File: config.mk
export PLATFORM = sky130hd
export DESIGN_NAME = tdoa_capture_arbiter
export DESIGN_NICKNAME = d
export VERILOG_FILES = /design/src/rtl/tdoa_pkg.sv /design/src/rtl/tdoa_capture_arbiter_rr_arbiter.sv /design/src/rtl/tdoa_capture_arbiter.sv
export SDC_FILE = /design/constraint.sdc
export NUM_CORES = 1
export LEC_CHECK = 0
export CAP_MARGIN = 20
export CORE_ASPECT_RATIO = 0.5
export CORE_UTILIZATION = 45
export DETAILED_ROUTE_END_ITERATION = 16
export PLACE_DENSITY_LB_ADDON = 0.2
export SETUP_SLACK_MARGIN = 0.1
export SLEW_MARGIN = 20
export SYNTH_ARGS = -nofsm -noshare
export SYNTH_HDL_FRONTEND = slang
export SYNTH_SLANG_ARGS = --single-unit
File: constraint.sdc
create_clock -name clk -period 3.7 [get_ports clk]
set_input_delay 0.555 -clock clk [delete_from_list [all_inputs] [get_ports clk]]
set_output_delay 0.555 -clock clk [all_outputs]
set_load 0.005 [all_outputs]
File: src/rtl/tdoa_pkg.sv
// Shared types and defaults for the TDOA capture arbiter.
// Holds the FSM encoding, default sizes and a constant clog2 helper.
package tdoa_pkg;

  localparam int DEF_N_CH     = 4;
  localparam int DEF_TS_W     = 32;
  localparam int DEF_FRAME_TO = 1024;

  typedef enum logic [1:0] {
    ST_IDLE,
    ST_OPEN,
    ST_PRESENT,
    ST_CLOSE
  } state_t;

  // Never returns less than 1 so single-entry fields stay legal.
  function automatic int clog2(input int v);
    int r;
    r = 0;
    for (int i = 0; i < 31; i++) begin
      if ((1 << i) < v) r = i + 1;
    end
    return (r < 1) ? 1 : r;
  endfunction

endpackage

File: src/rtl/tdoa_capture_arbiter_rr_arbiter.sv
// Combinational round-robin arbiter: search starts just above ptr.
// Produces a one-hot grant, its index and an any-request flag.
module rr_arbiter
  import tdoa_pkg::*;
#(
  parameter  int N  = DEF_N_CH,
  localparam int IW = clog2(N)
) (
  input  logic [N-1:0]  req,
  input  logic [IW-1:0] ptr,
  output logic [N-1:0]  gnt,
  output logic [IW-1:0] idx,
  output logic          any
);

  logic [IW-1:0] c;

  always_comb begin
    gnt = '0;
    idx = '0;
    any = 1'b0;
    c   = '0;
    for (int i = 1; i <= N; i++) begin
      c = IW'((int'(ptr) + i) % N);
      if (!any && req[c]) begin
        any    = 1'b1;
        gnt[c] = 1'b1;
        idx    = c;
      end
    end
  end

endmodule

File: src/rtl/tdoa_capture_arbiter.sv
// Round-robin capture of timer events into frames for TDOA processing.
// Define TDOA_ARB_REL_TIME_EN to emit times relative to frame start.
module tdoa_capture_arbiter
  import tdoa_pkg::*;
#(
  parameter  int N_CH     = DEF_N_CH,
  parameter  int TS_W     = DEF_TS_W,
  parameter  int FRAME_TO = DEF_FRAME_TO,
  localparam int CH_W     = clog2(N_CH),
  localparam int CNT_W    = clog2(FRAME_TO + 1)
) (
  input  logic                   clk,
  input  logic                   rst,
  input  logic [N_CH-1:0]        ch_valid,
  input  logic [N_CH*TS_W-1:0]   ch_time,
  output logic [N_CH-1:0]        ch_ack,
  output logic                   out_valid,
  input  logic                   out_ready,
  output logic [CH_W-1:0]        out_ch,
  output logic [TS_W-1:0]        out_time,
  output logic                   frame_done,
  output logic [N_CH-1:0]        frame_mask
);

  localparam logic [CNT_W-1:0] TO      = CNT_W'(FRAME_TO);
  localparam logic [CH_W-1:0]  PTR_RST = CH_W'(N_CH - 1);

  state_t            state;
  logic [N_CH-1:0]   seen;
  logic [N_CH-1:0]   elig;
  logic [N_CH-1:0]   gnt;
  logic [CH_W-1:0]   ptr;
  logic [CH_W-1:0]   gidx;
  logic              gany;
  logic [CNT_W-1:0]  cnt;
  logic              timeout;
  logic              hs;
  logic              can_grant;
  logic              opening;
  logic [TS_W-1:0]   gtime;
  logic [TS_W-1:0]   word_time;

  assign elig      = ch_valid & ~seen;
  assign timeout   = (cnt >= TO);
  assign hs        = out_valid && out_ready;
  assign gtime     = ch_time[int'(gidx)*TS_W +: TS_W];
  assign opening   = (state == ST_IDLE);
  assign can_grant = gany &&
                     (opening || (state == ST_OPEN && !timeout));

  rr_arbiter #(
    .N (N_CH)
  ) u_arb (
    .req (elig),
    .ptr (ptr),
    .gnt (gnt),
    .idx (gidx),
    .any (gany)
  );

`ifdef TDOA_ARB_REL_TIME_EN
  // Base is the first timestamp of the frame; subtraction wraps mod 2^TS_W.
  logic [TS_W-1:0] base;

  always_ff @(posedge clk) begin
    if (rst) begin
      base <= '0;
    end else if (can_grant && opening) begin
      base <= gtime;
    end
  end

  assign word_time = opening ? '0 : (gtime - base);
`else
  assign word_time = gtime;
`endif

  always_ff @(posedge clk) begin
    if (rst) begin
      state      <= ST_IDLE;
      seen       <= '0;
      cnt        <= '0;
      ptr        <= PTR_RST;
      ch_ack     <= '0;
      out_valid  <= 1'b0;
      out_ch     <= '0;
      out_time   <= '0;
      frame_done <= 1'b0;
      frame_mask <= '0;
    end else begin
      ch_ack     <= '0;
      frame_done <= 1'b0;
      frame_mask <= '0;
      if ((state == ST_OPEN || state == ST_PRESENT) && !timeout) begin
        cnt <= cnt + 1'b1;
      end
      unique case (state)
        ST_IDLE, ST_OPEN: begin
          if (can_grant) begin
            out_valid <= 1'b1;
            out_ch    <= gidx;
            out_time  <= word_time;
            ch_ack    <= gnt;
            seen      <= seen | gnt;
            ptr       <= gidx;
            state     <= ST_PRESENT;
            if (opening) cnt <= CNT_W'(1);
          end else if (state == ST_OPEN && timeout) begin
            frame_done <= 1'b1;
            frame_mask <= seen;
            state      <= ST_CLOSE;
          end
        end
        ST_PRESENT: begin
          // The held word always completes before the frame may close.
          if (hs) begin
            out_valid <= 1'b0;
            if ((&seen) || timeout) begin
              frame_done <= 1'b1;
              frame_mask <= seen;
              state      <= ST_CLOSE;
            end else begin
              state <= ST_OPEN;
            end
          end
        end
        ST_CLOSE: begin
          seen  <= '0;
          cnt   <= '0;
          state <= ST_IDLE;
        end
        default: state <= ST_IDLE;
      endcase
    end
  end

endmodule

* After elaboration in Yosys (flattened, before gate mapping) *
Cells that the tools add are included.

word-level totals
  flip-flop bits (word level) = 63
  output and inout port bits = 44
  logic and storage cells = 120

operators by class
  $add $sub $neg = 5
  $lt $le $gt $ge = 9
  equal/unequal tests = 6
  shift operators = 1
  multiplexer cells = 52
  bitwise logic cells = 8
  reductions and logical operators = 29

operators with widths
  kind                                                                count
  indexed part select 128 x 8 -> 32 bit                               1
  2-to-1 mux 4 bit                                                    9
  2-to-1 mux 11 bit                                                   3
  case mux 11 bit (2 select lines)                                    1
  2-to-1 mux 1 bit                                                    18
  2-to-1 mux 2 bit                                                    8
  OR 4 bit                                                            4
  case mux 4 bit (2 select lines)                                     2
  logical AND 1 bit                                                   12
  less-than comparator 2 x 3 -> 1 bit (second input constant)         4
  adder 11 x 1 -> 11 bit (second input constant)                      1
  greater-or-equal comparator 11 bit (second input constant)          1
  binary-select mux 1 bit (select 2 bit)                              4
  demux 1 bit (select 2 bit)                                          4
  greater-or-equal comparator 2 x 1 -> 1 bit (second input constant)  4
  case mux 2 bit (3 select lines)                                     1
  AND reduction 2 bit                                                 3
  adder 2 x 1 -> 2 bit (second input constant)                        2
  adder 2 bit (second input constant)                                 2
  AND 4 bit                                                           1
  equality test 2 bit (second input constant)                         2
  zero test 1 bit                                                     4
  != test 2 bit (second input constant)                               2
  NOT 4 bit                                                           1
  11 further kinds                                                    16

* Logic depth before layout (Yosys ltp) *
  depth after elaboration = 17
  gate-level depth with buffers = 13

* Modules after synthesis *
Synthesis repeated with hierarchy kept, for this count alone.

second synthesis, totals
  cell total of the unflattened synthesis = 328
  area, all modules = 3,624.7 um^2

by module, submodules not included
  module                instances  cells an instance  area an instance (um^2)  sequential area each (um^2)
  tdoa_capture_arbiter  1          260                3,099.2                  1,261.2
  rr_arbiter            1          68                 525.5                    0.0

* Least setup slack after synthesis *
OpenSTA, ideal clock, no wires.

  path type = register to register
  start point = register ptr[0]
  end point = register out_time[1]
  library setup time = 0.135 ns
  arrival = 2.798 ns
  setup slack = 0.766 ns
  stages on the path, launching flop included = 14
  buffers on the path = 4
  period minus slack after synthesis = 2.934 ns
  path through = dfxtp_1 buf_6 inv_1 buf_2 ha_1 and4b_1 a31oi_2 nand3_1 nand2b_1 buf_2 a21oi_4 buf_6 mux2i_1 o32ai_1

on the way
  cells in the longest elaborated chain, start to end = 15
  elaborated cells between the ends (all ways) = 29

RTL lines
  what                                                           RTL line                     RTL
  start, declared                                                tdoa_capture_arbiter.sv:32   logic [CH_W-1:0] ptr;
  start signal, assigned                                         tdoa_capture_arbiter.sv:105  ptr <= gidx;
  branches (longest 15 deep; another with adder 2 x 1 -> 2 bit)  n/a
  end signal, assigned                                           tdoa_capture_arbiter.sv:102  out_time <= word_time;
  end, declared                                                  tdoa_capture_arbiter.sv:20   output logic [TS_W-1:0] out_time,

Several ways; the timed one is not identified. The select of a mux whose other input is x is not followed.
A chain may end at the register's enable or synchronous reset.

* Final worst setup path *
  start point = input port ch_valid[1]
  end point = register out_time[14]

on the way
  cells in the longest elaborated chain, start to end = 15
  elaborated cells between the ends (all ways) = 26

RTL lines
  what                                                                             RTL line                    RTL
  start, declared                                                                  tdoa_capture_arbiter.sv:14  input logic [N_CH-1:0] ch_valid,
  AND 4 bit *                                                                      tdoa_capture_arbiter.sv:43  assign elig = ch_valid & ~seen;
  branches (longest 14 deep; another with binary-select mux 1 bit (select 2 bit))  n/a

Every way passes the cells marked *. The select of a mux whose other input is x is not followed.

==> metrics.yaml <==
die:
  dieArea_um2: 10600
  rows: 25
  die_w_um: 145
  initial_core_util_pct: 47.4
  die_h_um: 73.3
  ios: 179
  coreArea_um2: 9670
route:
  wire_per_inst_um: 16.2
  dr.pass1.iters: 5
  num_vias: 4967
  drc_errors: 0
  postRouteAntennaNets: 0
  dr.first_iter.drc_count: 371
  drt-total-wl_mm: 13.9
  viasPerCell: 5.79
placed_design:
  dpl-instance-area_um2: 6500
  io_buffers: 178
  dpl.hpwl_mm: 9.86
  gp_congestion: 0.908
clock_network:
  tritoncts: "built"
  clock_latency_ns: 0.34
  cts_buffer_depth: 2
  post_cts_resized: 0
  path_clk_slew_ns: 0.06
  cts_root_buf: "clkbuf_16"
  post-cts-setup-buffer-count: 0
  cts_hold_buffers: 0
  cts_made_buffers: 9
  cts.sinks: 63
  cts_htree_levels: 3
synth:
  yosys.cell_types.count: 48
  yosys.area.top_type_share_pct: 27.5
  seq_area_frac_synth_pct: 27.5
  ys_ff_latch: 63
  synthTopCellsByArea: "dfxtp_1 (28%), mux2i_1 (15%), nand2_1 (5.7%)"
  netlist_top_cells_count: "mux2i_1 (69), nand2_1 (69), dfxtp_1 (63)"
  ys.flop_type: "dfxtp_1"
  synth_edf_count: 0
  synth_area_um2: 4580
  synth_top_area_cell: "dfxtp_1"
  yosysWarningCount: 0
  async_flop_share_pct: 0
  synthCells: 554
  syn_nets: 703
  syn_area_per_cell_um2: 8.27
critical_path:
  crit_start: "ch_valid[1]"
  cp_max_fo: 18
  max_stage_delay_ns: 0.63
  crit_buf_inv: 2
  arrival_ns: 3.21
  cp_slowest_cell: "mux4_2"
  startpoint_type: "input pin"
  rrSetupSlack_ns: 0.80
  crit_chain: "clkdlybuf4s50_1, nand2b_4, mux4_2, and3_4, nor2_2, buf_12, a221oi_1, a32o_1, o22ai_1"
  crit_type: "in2reg"
  cp.required_ns: 3.96
  critPathTopFamily: "simple AND/OR/NAND/NOR gates"
  critPathCaptureType: "flip-flop"
  rr_startpoint: "ptr[0]"
timing:
  rsz0062_at_grt: "no"
  finalClockSkew_ns: 0.00762
  fin_setup_tns_ns: 0
  setup_viol: 0
  hold_ws_ns: 0.501
  hold_viol: 0
  maxSlewViolCount: 0
  post-route-period-util_pct: 79.6
  relSlewSlack_pct: 45.8
  tightest_slew_ns: 0.805
  fin_crit_ns: 2.95
  fmax_mhz: 339
pwr:
  powerDensity_nw_per_um2: 845
  vdd_drop_max_v: 0.000758
  p_leak_nw: 2.67
job:
  cap_viol_max_count: 0
layout:
  drive_above_1_share_pct: 6.09
  regArea_um2: 1260
  multi_input_area_um2: 3100
  final_util_pct: 70.6
  area_growth_pct: 49.0
  nNetsFinal: 867
  stdcell_area_um2: 6830
  diodes: 0
  fill_cells: 773
run_status:
  run_status: "finished, final reports clean"
grt:
  grt_pass1_wl_mm: 21.9
  grt_max_degree: 71
  grt_util_all_layers_pct: 26.4
  antenna_found_initial: 0
  grt_pass1_vias: 4637
  grt_overflow: 0
min_path:
  hold_class: "reg2reg"
  hold_start: "out_ch[0]"
==> worst paths after layout <==
| kind | cells past startpoint | end |
|---|---|---|
| max | 9 | out_time[14] |
| min | 2 | out_ch[0] |
| max reg2reg | 10 | out_time[3] |
| min reg2reg | 2 | out_ch[0] |
==> metal layers <==
metal	vias up	part of all wire, %	global-route usage (%)
met4	0	1.3	8.07
met5	-	0	0
met1	2319	43	32.2
met2	200	49	46.0
li1	2430	-	-
met3	18	7.0	6.71
==> registers in the layout, summed over array words and instances, names as in the netlist <==
signal	cells
frame_mask	4
ptr	2
frame_done	1
out_ch	2
out_valid	1
ch_ack	4
cnt	11
seen	4
state	2
out_time	32
==> cells in the final DEF (no fill, tap or decap), types with 9 or more instances in the layout <==
| cell type | n |
|---|---|
| mux2i_1 | 69 |
| nor2_1 | 51 |
| a21oi_1 | 43 |
| buf_4 | 10 |
| ha_1 | 14 |
| a32o_1 | 23 |
| a211oi_1 | 11 |
| dfxtp_1 | 62 |
| clkbuf_16 | 9 |
| o22ai_1 | 31 |
| nand2_1 | 69 |
| a221oi_1 | 23 |
| a211o_1 | 9 |
| clkdlybuf4s50_1 | 178 |
| o21a_1 | 14 |
==> area by class of cell <==
class,count,area share [%]
Multi-Input combinational cell,445,45.5
Timing Repair Buffer,192,28.4
Sequential cell,63,18.5
Clock buffer,9,3.30
Tap cell,135,2.47
Clock inverter,7,1.50
Inverter,7,0.385
==> through the flow <==
step | setup WS, ns | power [mW] | cells
3_5_place_dp | 0.414 | 4.81 | 842
6_report | 0.753 | 5.77 | 858
5_1_grt | 0.584 | 6.17 | 858
4_1_cts | 0.754 | 5.77 | 858
3_3_place_gp | 0.466 | 4.73 | 842
2_1_floorplan | 0.766 | 3.73 | 554
==> power breakdown <==
group          switching (mW)  internal, mW  leakage (nW)
logic                    2.01          1.77          1.99
clock network           0.341         0.598         0.157
registers               0.170         0.877         0.517
==> logic make-up (layout without fill, tap and decap cells) <==
group,Yosys count,in the layout,synth area share [%]
AND/OR/NAND/NOR,173,173,17.7
multiplexers,70,70,15.6
flip-flops,63,63,27.5
XOR/XNOR,10,10,1.91
AO/OA/AOI/OAI,178,178,28.5
adder cells (fa/ha/maj),14,14,3.82
buffers and inverters,46,215,4.97
==> worst register-to-register path, cell delays in order, from the launching register on <==
cell and delay, ns:
dfxtp_2 0.50, inv_1 0.10, ha_1 0.39, and4b_1 0.22, a31oi_2 0.26, nand4_1 0.22
nor2_4 0.31, buf_4 0.24, mux2i_1 0.09, a211o_1 0.30, a211oi_1 0.19
Power figures use the tool's default switching activity.
